**config.mk**
```make
export PLATFORM = sky130hd
export DESIGN_NAME = veri_risc_core_p
export DESIGN_NICKNAME = d
export VERILOG_FILES = /design/src/rtl/veri_risc_pkg.sv /design/src/rtl/risc_alu_p.sv /design/src/rtl/veri_risc_core_p.sv
export SDC_FILE = /design/constraint.sdc
export NUM_CORES = 1
export LEC_CHECK = 0
export ABC_AREA = 0
export CAP_MARGIN = 20
export CORE_MARGIN = 2
export CORE_UTILIZATION = 49
export CTS_CLUSTER_DIAMETER = 60
export DETAILED_ROUTE_END_ITERATION = 10
export PLACE_DENSITY = 0.9
export SYNTH_ARGS = -nofsm -noshare
export SYNTH_HDL_FRONTEND = slang
export SYNTH_HIERARCHICAL = 1
export SYNTH_SLANG_ARGS = --single-unit
```
**constraint.sdc**
```tcl
create_clock -name clk -period 6.5 [get_ports clk]
set_clock_uncertainty 0.2 [all_clocks]
set_input_delay 1.3 -clock clk [delete_from_list [all_inputs] [get_ports clk]]
set_output_delay 1.3 -clock clk [all_outputs]
set_load 0.01 [all_outputs]
```
**src/rtl/veri_risc_pkg.sv**
```systemverilog
// Shared definitions for the parametrised VeriRISC core: opcodes, phase/halt
// state encoding and the ALU-op classifier.
package veri_risc_pkg;

    localparam logic [2:0] OP_HLT = 3'd0;
    localparam logic [2:0] OP_SKZ = 3'd1;
    localparam logic [2:0] OP_ADD = 3'd2;
    localparam logic [2:0] OP_AND = 3'd3;
    localparam logic [2:0] OP_XOR = 3'd4;
    localparam logic [2:0] OP_LDA = 3'd5;
    localparam logic [2:0] OP_STO = 3'd6;
    localparam logic [2:0] OP_JMP = 3'd7;

    // Low three bits of a phase state are the externally visible phase number.
    typedef enum logic [3:0] {
        PH_INST_ADDR  = 4'd0,
        PH_INST_FETCH = 4'd1,
        PH_INST_LOAD  = 4'd2,
        PH_IDLE       = 4'd3,
        PH_OP_ADDR    = 4'd4,
        PH_OP_FETCH   = 4'd5,
        PH_ALU_OP     = 4'd6,
        PH_STORE      = 4'd7,
        ST_HALT       = 4'd8
    } state_t;

    localparam logic [2:0] HALT_PHASE_OUT = 3'd4;

    function automatic logic is_alu_op(input logic [2:0] opcode);
        return (opcode == OP_ADD) || (opcode == OP_AND) ||
               (opcode == OP_XOR) || (opcode == OP_LDA);
    endfunction

endpackage

```
**src/rtl/risc_alu_p.sv**
```systemverilog
// Combinational accumulator ALU; zero flags an all-zero accumulator for SKZ.
module risc_alu_p
    import veri_risc_pkg::*;
#(
    parameter int DATA_WIDTH = 8
) (
    input  logic [2:0]            opcode,
    input  logic [DATA_WIDTH-1:0] ac,
    input  logic [DATA_WIDTH-1:0] rdata,
    output logic [DATA_WIDTH-1:0] result,
    output logic                  zero
);

    always_comb begin
        result = ac;
        case (opcode)
            OP_ADD:  result = ac + rdata;
            OP_AND:  result = ac & rdata;
            OP_XOR:  result = ac ^ rdata;
            OP_LDA:  result = rdata;
            default: result = ac;
        endcase
    end

    assign zero = (ac == '0);

endmodule

```
**src/rtl/veri_risc_core_p.sv**
```systemverilog
// Parametrised 8-phase VeriRISC core with external registered memory port,
// single-step and resume-from-halt. Optional macro: RISC_INSTR_CNT_EN.
module veri_risc_core_p
    import veri_risc_pkg::*;
#(
    parameter int DATA_WIDTH = 8,
    parameter int ADDR_WIDTH = 5
) (
    input  logic                  clk,
    input  logic                  rst,
    input  logic                  step_mode,
    input  logic                  step,
    input  logic                  resume,
    output logic [ADDR_WIDTH-1:0] mem_addr,
    output logic                  mem_rd,
    input  logic [DATA_WIDTH-1:0] mem_rdata,
    output logic                  mem_wr,
    output logic [DATA_WIDTH-1:0] mem_wdata,
    output logic                  halt,
    output logic [DATA_WIDTH-1:0] ac_out,
    output logic [ADDR_WIDTH-1:0] pc_out,
`ifdef RISC_INSTR_CNT_EN
    output logic [31:0]           instr_cnt,
`endif
    output logic [2:0]            phase_out
);

    state_t                r_state;
    state_t                w_state_next;
    logic [ADDR_WIDTH-1:0] r_pc;
    logic [ADDR_WIDTH-1:0] w_pc_next;
    logic [DATA_WIDTH-1:0] r_ac;
    logic [DATA_WIDTH-1:0] w_ac_next;
    logic [DATA_WIDTH-1:0] r_ir;
    logic [DATA_WIDTH-1:0] w_ir_next;

    logic [2:0]            w_opcode;
    logic [ADDR_WIDTH-1:0] w_operand;
    logic [ADDR_WIDTH-1:0] w_pc_inc;
    logic [DATA_WIDTH-1:0] w_alu_result;
    logic                  w_alu_zero;
    logic                  w_ir_unused;

    assign w_opcode  = r_ir[DATA_WIDTH-1 -: 3];
    assign w_operand = r_ir[ADDR_WIDTH-1:0];
    assign w_pc_inc  = r_pc + ADDR_WIDTH'(1);
    // Bits between operand and opcode carry no meaning.
    assign w_ir_unused = ^r_ir;

    risc_alu_p #(
        .DATA_WIDTH(DATA_WIDTH)
    ) u_alu (
        .opcode(w_opcode),
        .ac    (r_ac),
        .rdata (mem_rdata),
        .result(w_alu_result),
        .zero  (w_alu_zero)
    );

    always_ff @(posedge clk or negedge rst) begin
        if (!rst) begin
            r_state <= PH_INST_ADDR;
            r_pc    <= '0;
            r_ac    <= '0;
            r_ir    <= '0;
        end else begin
            r_state <= w_state_next;
            r_pc    <= w_pc_next;
            r_ac    <= w_ac_next;
            r_ir    <= w_ir_next;
        end
    end

    always_comb begin
        w_state_next = r_state;
        w_pc_next    = r_pc;
        w_ac_next    = r_ac;
        w_ir_next    = r_ir;
        mem_addr     = r_pc;
        mem_rd       = 1'b0;
        mem_wr       = 1'b0;
        case (r_state)
            PH_INST_ADDR: begin
                if (!step_mode || step) w_state_next = PH_INST_FETCH;
            end
            PH_INST_FETCH: begin
                mem_rd       = 1'b1;
                w_state_next = PH_INST_LOAD;
            end
            PH_INST_LOAD: begin
                w_ir_next    = mem_rdata;
                w_state_next = PH_IDLE;
            end
            PH_IDLE: w_state_next = PH_OP_ADDR;
            PH_OP_ADDR: begin
                w_pc_next    = w_pc_inc;
                w_state_next = (w_opcode == OP_HLT) ? ST_HALT : PH_OP_FETCH;
            end
            PH_OP_FETCH: begin
                mem_addr     = w_operand;
                mem_rd       = is_alu_op(w_opcode);
                w_state_next = PH_ALU_OP;
            end
            PH_ALU_OP: begin
                mem_addr = w_operand;
                if (is_alu_op(w_opcode)) w_ac_next = w_alu_result;
                if (w_opcode == OP_SKZ && w_alu_zero) w_pc_next = w_pc_inc;
                if (w_opcode == OP_JMP) w_pc_next = w_operand;
                if (w_opcode == OP_STO) mem_wr = 1'b1;
                w_state_next = PH_STORE;
            end
            PH_STORE: begin
                mem_addr     = w_operand;
                w_state_next = PH_INST_ADDR;
            end
            ST_HALT: begin
                if (resume) w_state_next = PH_INST_ADDR;
            end
            default: w_state_next = PH_INST_ADDR;
        endcase
    end

    assign halt      = (r_state == ST_HALT);
    assign phase_out = halt ? HALT_PHASE_OUT : r_state[2:0];
    assign mem_wdata = r_ac;
    assign ac_out    = r_ac;
    assign pc_out    = r_pc;

`ifdef RISC_INSTR_CNT_EN
    logic [31:0] r_instr_cnt;

    // PH_STORE always falls through to phase 0, so this counts completed non-HLT instructions.
    always_ff @(posedge clk or negedge rst) begin
        if (!rst) r_instr_cnt <= '0;
        else if (r_state == PH_STORE) r_instr_cnt <= r_instr_cnt + 32'd1;
    end

    assign instr_cnt = r_instr_cnt;
`endif

endmodule

```
## After elaboration in Yosys (flattened, before gate mapping)

Cells that the tools add are included.
Widths: inputs -> output; s select.

- Input bits: 13
- Flip-flop bits (word level): 25
- Output and inout bits: 32
- Word-level logic and storage cells: 54

- Add/sub/neg operators: 2
- Bitwise operators: 2
- Multiplexer cells: 13
- Reduce and logical (&&, ||, !) cells: 15
- Eq/ne operators: 18

Operators by type and width:

| kind | count |
|---|---|
| $pmux 4 s8 | 1 |
| $pmux 8 s4 | 1 |
| $eq 4x3->1 const B | 4 |
| $mux 5 | 3 |
| $eq 3x3->1 const B | 4 |
| $mux 4 | 3 |
| $pmux 5 s2 | 1 |
| $add 8x8->8 | 1 |
| $and 8x8->8 | 1 |
| $eq 4x2->1 const B | 2 |
| $logic_not 8->1 | 1 |
| $xor 8x8->8 | 1 |
| $eq 3x2->1 const B | 2 |
| $add 5x1->5 const B | 1 |
| $eq 4x1->1 const B | 1 |
| $eq 4x4->1 const B | 1 |
| $logic_not 4->1 | 1 |
| $logic_or 1x1->1 | 4 |
| $ne 2x2->1 const B | 2 |
| $reduce_and 2->1 | 2 |
| $reduce_bool 4->1 | 1 |
| $eq 3x1->1 const B | 1 |
| $logic_not 3->1 | 1 |
| $mux 3 | 1 |
| 8 further kinds | 9 |

## Logic depth before layout (Yosys ltp)

Gate-level depths: netlist of the first run.

- Word-level depth: 5
- Mapped depth: 8
- Depth with buffers taken out: 8

## Cells and area by module

The synthesis of the first run kept the hierarchy.

Modules (own cells, without submodules):

| module | area an instance (µm²) | instances | cells an instance | sequential area each (µm²) |
|---|---|---|---|---|
| veri_risc_core_p | 1317.5 | 1 | 117 | 625.6 |
| risc_alu_p | 701.9 | 1 | 110 | 0.0 |

## Least setup slack after synthesis of the first run

OpenSTA, ideal clock, no wires.

- Kind: input -> register
- Start: input mem_rdata[0]
- End: register r_ac[6], in the netlist ac_out[6]
- Stages: 8
- Arrival: 2.837 ns
- Slack: 3.339 ns
- Data required time: 6.175 ns
- Library setup time: 0.125 ns
- Path buffers: 0
- Cell sequence: ha_1 fa_1 a211oi_1 o21bai_1 a21oi_1 xor2_1 o21ai_0 mux2_2

- Cells in the longest elaborated chain, start to end: 2

RTL lines:

| element | RTL line | text |
|---|---|---|
| start, declared | veri_risc_core_p.sv:16 | `input logic [DATA_WIDTH-1:0] mem_rdata,` |
| $add 8x8->8 | risc_alu_p.sv:17 | `OP_ADD: result = ac + rdata;` |
| $pmux 8 s4 | risc_alu_p.sv:16 | `case (opcode)` |
| via w_alu_result[6] | veri_risc_core_p.sv:40 | `logic [DATA_WIDTH-1:0] w_alu_result;` |
| end signal, assigned | veri_risc_core_p.sv:69 | `r_ac <= w_ac_next;` |
| end, declared | veri_risc_core_p.sv:32 | `logic [DATA_WIDTH-1:0] r_ac;` |

The timed path passes the listed nets, and every way through them passes these cells.
A chain may end at the register's enable or synchronous reset.

## Worst setup path in the final report of the first run

- Start: register r_ir[6]
- End: output mem_rd

- Cells in the longest elaborated chain, start to end: 5
- Elaborated cells between the ends (all ways): 8
- Classes of those cells: eq/ne (4); mux (1); reduce/logical (3)

RTL lines:

| element | RTL line | text |
|---|---|---|
| start, declared | veri_risc_core_p.sv:34 | `logic [DATA_WIDTH-1:0] r_ir;` |
| start signal, assigned | veri_risc_core_p.sv:70 | `r_ir <= w_ir_next;` |
| $eq 3x2->1 | veri_risc_pkg.sv:30 | `return (opcode == OP_ADD) \|\| (opcode == OP_AND) \|\|` |
| $logic_or 1x1->1 (2 in a row) | veri_risc_pkg.sv:30 |  |
| $logic_or 1x1->1 (*) | veri_risc_pkg.sv:31 | `(opcode == OP_XOR) \|\| (opcode == OP_LDA);` |
| $pmux 1 s2 (*) | veri_risc_core_p.sv:82 | `case (r_state)` |
| end, declared | veri_risc_core_p.sv:15 | `output logic mem_rd,` |

Every way passes the cells marked *; elsewhere a longest branch is shown, timed or not.

==> results of run 1 <==
routing by layer:
metal / global-route usage (%) / part of all wire (%)
met1: 29.2 / 44
met2: 34.6 / 49
met3: 3.62 / 5.9
met4: 4.25 / 0.99
met5: 0 / 0
path summary, 6_finish.rpt:
check | end | cells past startpoint | from
max | mem_rd | 3 | r_ir[6]
min | r_ir[4] | 1 | r_ir[4]
max reg2reg | ac_out[6] | 8 | ac_out[0]
min reg2reg | r_ir[4] | 1 | r_ir[4]
max in group asynchronous | pc_out[4] | 2 | rst
min in group asynchronous | r_state[1] | 2 | rst
logic make-up (layout without fill, tap and decap cells):
group | count (synthesis) | in the layout
mux | 30 | 30
simple gates | 71 | 71
compound gates | 55 | 55
fa+ha+maj | 10 | 10
xor+xnor | 11 | 11
buf+inv | 25 | 52
flops | 25 | 25
stage by stage:
| stage | util (%) | power [mW] |
|---|---|---|
| 6_report | 61.5 | 1.33 |
| 5_1_grt | 61.5 | 1.44 |
| 4_1_cts | 61.5 | 1.32 |
| 3_5_place_dp | 60.3 | 1.22 |
| 3_3_place_gp | 60.3 | 1.19 |
| 2_1_floorplan | - | 0.958 |
power groups by stage:
stage / registers [mW] / clock network [mW] / logic [mW]
2_1_floorplan: 0.337 / 0 / 0.621
3_3_place_gp: 0.419 / 0 / 0.770
3_5_place_dp: 0.426 / 0 / 0.796
4_1_cts: 0.424 / 0.0967 / 0.804
5_1_grt: 0.450 / 0.105 / 0.883
6_report: 0.428 / 0.0948 / 0.807
cell type report:
cell class / instances / area, sq um
timing repair buffer: 45 / 448
multi-input combinational: 177 / 1250
inverter: 3 / 11.3
clock buffer: 4 / 45.0
tap: 50 / 62.6
fill: 355 / 1530
sequential: 25 / 626
cells in the mapped netlist:
cell type  number
or2_1           1
a21o_2          1
and4bb_2        1
ha_1            9
xor2_1          3
o21ai_0        17
o21bai_1        2
nand3_1         4
o22ai_1         1
or4_1           2
buf_1           1
o311a_1         1
o31ai_2         1
mux2i_1         9
a21oi_1        18
a31oi_1         3
a211oi_2        2
a2111oi_0       1
mux2_2         21
o21ai_1         1
inv_1           3
o221ai_1        1
nor3_2          1
nand4bb_1       1
a22oi_1         1
or3b_2          1
nor3_1          6
dfrtp_1        25
xnor2_1         8
clkbuf_1        6
buf_2           5
nor2_1         24
a211oi_1        5
nand2_1        20
nor3b_4         1
buf_6           2
nand4_1         3
fa_1            1
buf_4           8
nand2b_1        3
nor2b_1         3
registers in the layout, summed over array words and instances (netlist names):
signal,count
ac_out,8
r_ir,8
pc_out,5
r_state,4
==> results.yml, run 1 <==
outcome:
  run_status: "finished clean"
yosys:
  synthTopCellsByArea: "dfrtp_1 (31%), mux2_2 (12%), ha_1 (5.6%), a21oi_1 (4.5%), mux2i_1 (4.5%)"
  synthAdderAreaFrac_pct: 6.57
  synth_nets: 250
  synth.area.mux_share_pct: 16.2
  synth_top_family_by_area: "simple AND/OR/NAND/NOR gates"
  yosys_warnings: 6
  seq_area_frac_synth_pct: 31.0
  synthSimpleGateAreaFrac_pct: 17.5
  synth_cells: 227
  ys_seq_elements: 25
  synth-xor-area-share_pct: 4.77
  yosysTopAreaCell: "dfrtp_1"
  synth_top_area_share_pct: 31.0
  avgSynthCellArea_sq_um: 8.90
  ys_types: 41
  synth_compound_area_share_pct: 16.8
  syn-cell-area_sq_mm: 0.00202
sta:
  hold_viol: 0
  fin_crit_sh_pct: 63.3
  setup_violations: 0
  setup_ws_ns: 2.39
  fin_tns_setup_ns: 0
  worst_slew_pin_slew_ns: 1.05
  rsz0062_at_grt: "no"
  max-slew-margin-rel_pct: 30.1
  slew_violations: 0
  max_freq_mhz: 243
  whs_ns: 0.351
  final.min_clock_period_ns: 4.11
detailed_routing:
  drt_iter0_markers: 200
  vias: 1836
  first_pass_iters: 4
  totalWireLength_mm: 4.75
  viasPerCell: 6.04
  drc: 0
  wl_per_cell_um: 15.6
  final_antenna_net_count: 0
die:
  ios: 45
  die_y_um: 68.2
  core_sq_mm: 0.00397
  fp-row-count: 23
  die_w_um: 68.2
  start_util_pct: 50.9
  dieArea_sq_mm: 0.00465
pwr:
  leakage_nw: 0.960
  p_clk_share_pct: 7.1
  p_comb_share_pct: 60.7
  power_density_mw_per_mm2: 545
  p_switching_mw: 0.591
  p_int_mw: 0.739
  switching_share_pct: 44.4
  pwr-share-seq_pct: 32.2
  peakVddDrop_mv: 0.269
worst_setup_path:
  cp_slowest_stage_delay_ns: 1.04
  crit_family: "flip-flops"
  r2r_slack_ns: 3.92
  arrival_ns: 2.61
  worstPathRequired_ns: 5.00
  crit_path_start_kind: "flip-flop"
  crit_path_cell_trace: "xnor2_1 > a2111oi_0 > clkdlybuf4s50_1"
  cp_num_buf_inv: 1
  cp-end-kind: "output port"
  worstSetupPathType: "flip-flop to output port"
  worst-path-max-fanout: 39
  cp_slowest_cell: "dfrtp_1"
hold_path:
  hp-class: "flip-flop to flip-flop"
clock_network:
  postCtsSetupRepairBufs: 0
  h-tree-depth: 1
  cts-root-buf: "clkbuf_8"
  worstSkewPairLatency_ns: 0.27
  ctsHoldBuffers: 0
  clk_path_buf_depth: 2
  numCtsBuffers: 3
  clock_sinks: 25
  cts_tree: "yes"
  cts_resized: 0
  clk_pin_slew_ns: 0.09
global_routing:
  grt_overflow: 0
  grtUsageTotal_pct: 21.1
  grt_pass1_wl_mm: 7.42
  grt_pass1_vias: 1553
  grt_max_degree: 40
  antenna_found_initial: 0
cells_and_area:
  final_cell_mix: "clkdlybuf4s50_1 (44), dfrtp_1 (25), nor2_1 (24)"
  num_antenna_cells: 0
  mostFrequentLayoutCell: "clkdlybuf4s50_1"
  nets: 278
  fin_area_sq_mm: 0.00244
  area_growth_pct: 20.9
  fin_cells: 304
  drive_gt1_share_pct: 13.0
placed_design:
  dp_hpwl_mm: 3.32
  portBuffers: 44
  place_inst: 300
  pre_cts_ws_ns: 2.68
  place_area_sq_mm: 0.00240
  place.gp.congestion: 0.926
flow_run:
  maxCapViolCount: 0
No activity file was read; power rests on OpenSTA's default activity.
==> run 2: changes to the inputs <==
CORE_UTILIZATION = 46   (was 49)
PLACE_DENSITY = 0.89   (was 0.9)
clock period = 3.35 ns   (was 6.5 ns; I/O delays follow)
==> results.yml, run 2 (same netlist as run 1, synthesis figures left out) <==
worst_setup_path:
  worst-path-max-fanout: 9
  crit_path_end: "mem_addr[1]"
  reg2reg_from: "ac_out[0]"
  r2r-end: "ac_out[6]"
  arrival_ns: 2.13
  worstSetupPathType: "flip-flop to output port"
  cp-end-kind: "output port"
  crit_family: "flip-flops"
  worstRegToRegCells: 8
  cp_slowest_cell: "dfrtp_1"
  worstPathRequired_ns: 2.48
  crit_path_start_kind: "flip-flop"
  r2r_slack_ns: 0.77
  crit_path_start: "r_state[0]"
  cp_num_buf_inv: 1
  crit_path_cell_trace: "nor2_1 > nor3_2 > mux2_2 > clkdlybuf4s50_1"
  path_depth: 4
  cp_slowest_stage_delay_ns: 0.50
die:
  die_w_um: 70.3
  start_util_pct: 47.0
  die_y_um: 70.3
  ios: 45
  dieArea_sq_mm: 0.00494
  fp-row-count: 24
  core_sq_mm: 0.00429
outcome:
  run_status: "finished clean"
sta:
  hold_viol: 0
  final.min_clock_period_ns: 3.00
  fin_crit_sh_pct: 89.5
  worst_slew_pin_slew_ns: 0.498
  setup_ws_ns: 0.351
  max_freq_mhz: 333
  rsz0062_at_grt: "no"
  slew_violations: 0
  fin_tns_setup_ns: 0
  max-slew-margin-rel_pct: 66.8
  setup_violations: 0
cells_and_area:
  fill_cells: 368
  multi_input_area_sq_mm: 0.00125
  mostFrequentLayoutCell: "clkdlybuf4s50_1"
  regArea_sq_um: 626
  area_growth_pct: 23.0
  num_antenna_cells: 0
  final_cell_mix: "clkdlybuf4s50_1 (44), dfrtp_1 (25), nor2_1 (24)"
  nets: 283
  drive_gt1_share_pct: 15.1
  utilization_pct: 57.9
detailed_routing:
  totalWireLength_mm: 4.74
  vias: 1806
  viasPerCell: 5.81
  final_antenna_net_count: 0
  wl_per_cell_um: 15.3
  drt_iter0_markers: 141
  drc: 0
  first_pass_iters: 4
clock_network:
  numCtsBuffers: 3
  h-tree-depth: 1
  cts_resized: 0
  worstSkewPairLatency_ns: 0.28
  clock_sinks: 25
  postCtsSetupRepairBufs: 0
  clk_pin_slew_ns: 0.10
  ctsHoldBuffers: 0
  clk_path_buf_depth: 2
  cts-root-buf: "clkbuf_8"
  cts_tree: "yes"
hold_path:
  hp-class: "flip-flop to flip-flop"
global_routing:
  grt_max_degree: 39
  grt_pass1_vias: 1669
  grt_pass1_wl_mm: 7.99
  grt_overflow: 0
  grtUsageTotal_pct: 20.2
  antenna_found_initial: 0
placed_design:
  pre_cts_ws_ns: 0.165
  portBuffers: 44
  dp_hpwl_mm: 3.43
  place.gp.congestion: 0.919
flow_run:
  maxCapViolCount: 0
pwr:
  peakVddDrop_mv: 0.448
  power_density_mw_per_mm2: 1060
  leakage_nw: 0.983
run 2: changes by cell type in the layout (fill, tap and decap cells not counted):
cell	before	now
buf_4	1	6
clkbuf_1	1	0
clkinvlp_4	0	1
run 2: through the flow:
step / hold WS [ns] / cells / cell area, sq um / power [mW]
after floorplan: 0.174 / 227 / 2020 / 1.86
after global placement: 0.330 / 307 / 2440 / 2.35
after detailed placement: 0.332 / 307 / 2440 / 2.43
after CTS: 0.355 / 311 / 2480 / 2.63
after global routing: 0.395 / 311 / 2480 / 2.85
final: 0.348 / 311 / 2480 / 2.63
run 2: how the worst min path moves through the flow:
stage,from,endpoint,slack [ns],cells past startpoint
3_3_place_gp,r_ir[4],r_ir[4],0.33,1
6_report,r_ir[4],r_ir[4],0.35,1
4_1_cts,r_ir[4],r_ir[4],0.36,1
3_5_place_dp,r_ir[4],r_ir[4],0.33,1
5_1_grt,r_ir[4],r_ir[4],0.40,1
2_1_floorplan,rst,ac_out[0],0.17,0
run 2: routing by layer:
layer / global-route usage, % / vias up / share of wire, %
li1: - / 868 / -
met1: 28.7 / 867 / 45
met2: 31.6 / 64 / 47
met3: 2.31 / 7 / 5.8
met4: 7.48 / 0 / 1.7
met5: 0 / - / 0
run 2: power breakdown:
| part | leakage (nW) | switching [mW] | internal [mW] | total [mW] |
|---|---|---|---|---|
| Combinational | 0.662 | 0.832 | 0.935 | 1.77 |
| Clock | 0.0217 | 0.111 | 0.0847 | 0.196 |
| Sequential | 0.299 | 0.221 | 0.451 | 0.672 |
run 2: final cells by class:
cell class	count	share of cell area (%)
multi-input combinational	177	50.3
clock buffer	3	1.66
sequential	25	25.2
timing repair buffer	50	19.5
inverter	3	0.453
clock inverter	1	0.302
tap	52	2.62
==> run 3: changes to the inputs <==
CORE_MARGIN = not set   (was 2)
CORE_UTILIZATION = 49   (was 46)
DONT_BUFFER_PORTS = 1   (was not set)
GPL_ROUTABILITY_DRIVEN = 0   (was not set)
PLACE_DENSITY = 0.78   (was 0.89)
==> results.yml, run 3 (same netlist as run 1, synthesis figures left out) <==
outcome:
  run_status: "finished clean"
global_routing:
  grt_overflow: 0
  grt_pass1_vias: 1477
  grt_pass1_wl_mm: 7.04
  grt_max_degree: 39
  antenna_found_initial: 0
  grtUsageTotal_pct: 21.3
die:
  fp-row-count: 22
  start_util_pct: 53.2
  dieArea_sq_mm: 0.00438
  die_w_um: 66.2
  core_sq_mm: 0.00380
  ios: 45
  die_y_um: 66.2
sta:
  fin_tns_setup_ns: 0
  worst_slew_pin_slew_ns: 0.928
  slew_violations: 0
  rsz0062_at_grt: "no"
  max-slew-margin-rel_pct: 38.1
  final.min_clock_period_ns: 2.83
  setup_violations: 0
  hold_viol: 0
  max_freq_mhz: 353
  fin_crit_sh_pct: 84.5
cells_and_area:
  multi_input_area_sq_mm: 0.00125
  area_growth_pct: 1.36
  nets: 238
  mostFrequentLayoutCell: "dfrtp_1"
  regArea_sq_um: 626
  drive_gt1_share_pct: 17.3
  fill_cells: 356
  final_cell_mix: "dfrtp_1 (25), nor2_1 (24), mux2_2 (21)"
  num_antenna_cells: 0
  fin_area_sq_mm: 0.00205
placed_design:
  place_area_sq_mm: 0.00197
  portBuffers: 0
  dp_hpwl_mm: 3.06
worst_setup_path:
  crit_path_start_kind: "flip-flop"
  crit_path_start: "r_state[2]"
  worstSetupPathType: "flip-flop to output port"
  worst-path-max-fanout: 15
  reg2reg_from: "ac_out[0]"
  worstPathRequired_ns: 2.48
  cp-end-kind: "output port"
  arrival_ns: 1.96
clock_network:
  cts_resized: 0
  worstSkewPairLatency_ns: 0.28
  clk_pin_slew_ns: 0.09
  h-tree-depth: 1
  clock_sinks: 25
  cts-root-buf: "clkbuf_8"
  cts_tree: "yes"
  numCtsBuffers: 3
  clk_path_buf_depth: 2
pwr:
  peakVddDrop_mv: 0.376
  leakage_nw: 0.814
  power_density_mw_per_mm2: 1080
flow_run:
  maxCapViolCount: 0
detailed_routing:
  totalWireLength_mm: 4.29
  wl_per_cell_um: 16.4
  vias: 1603
  final_antenna_net_count: 0
  first_pass_iters: 4
  drc: 0
  viasPerCell: 6.12
  drt_iter0_markers: 47
hold_path:
  min_from: "mem_rdata[1]"
  hp-class: "input pin to flip-flop"
-- run 3: cell count changes in the layout (fill, tap and decap cells not counted) --
| cell | delta |
|---|---|
| clkdlybuf4s50_1 | -44 |
| buf_4 | -3 |
| buf_12 | +1 |
| dlygate4sd3_1 | +1 |
-- run 3: path summary, 6_finish.rpt --
path	endpoint	slack, ns	cells after the start
setup / recovery	mem_addr[0]	0.52	3
hold reg to reg	r_ir[0]	0.35	1
min in group asynchronous	pc_out[1]	0.60	2
setup reg to reg	ac_out[6]	0.74	8
hold / removal	r_ir[1]	0.34	1
max in group asynchronous	ac_out[5]	2.19	2
-- run 3: power by group --
part / internal, mW / leakage [nW] / switching [mW] / total, mW
Sequential: 0.448 / 0.299 / 0.364 / 0.811
Combinational: 0.595 / 0.493 / 0.606 / 1.20
Clock: 0.0847 / 0.0217 / 0.106 / 0.191
Total: 1.13 / 0.814 / 1.08 / 2.20
-- run 3: cell type report --
type / count / area share, %
clock buffer: 3 / 2.02
clock inverter: 1 / 0.367
inverter: 3 / 0.550
multi-input combinational: 177 / 61.0
sequential: 25 / 30.6
tap: 48 / 2.93
timing repair buffer: 5 / 2.57
-- run 3: what timing repair did --
action                                 in CTS  in global routing
endpoints found under the hold margin      25                  0
hold buffers                                2                  0
buffers inserted                            0                  0
-- run 3: per-stage QoR --
| stage | setup WS (ns) | std cells | utilization [%] | hold slack (ns) | power [mW] |
|---|---|---|---|---|---|
| global placement | 0.744 | 256 | 51.8 | 0.175 | 1.97 |
| finish | 0.518 | 262 | 53.9 | 0.335 | 2.20 |
| global route | 0.398 | 262 | 53.9 | 0.324 | 2.41 |
| CTS | 0.532 | 262 | 53.9 | 0.329 | 2.21 |
| detailed placement | 0.696 | 256 | 51.8 | 0.175 | 2.01 |
| floorplan | 0.819 | 227 | - | 0.174 | 1.86 |
-- run 3: worst max-delay path, stage by stage, from the launching register on --
cell and delay, ns:
dfrtp_1 0.65, inv_1 0.17, nor3_2 0.43, mux2_2 0.42
-- run 3: routing by layer --
layer	wire, um	vias to the layer above	global-route usage (%)	part of all wire, %
li1	-	780	-	-
met3	300	4	5.69	7.0
met4	42	0	6.12	0.98
met5	0	-	0	0
met1	1890	777	27.8	44
met2	2060	42	34.4	48
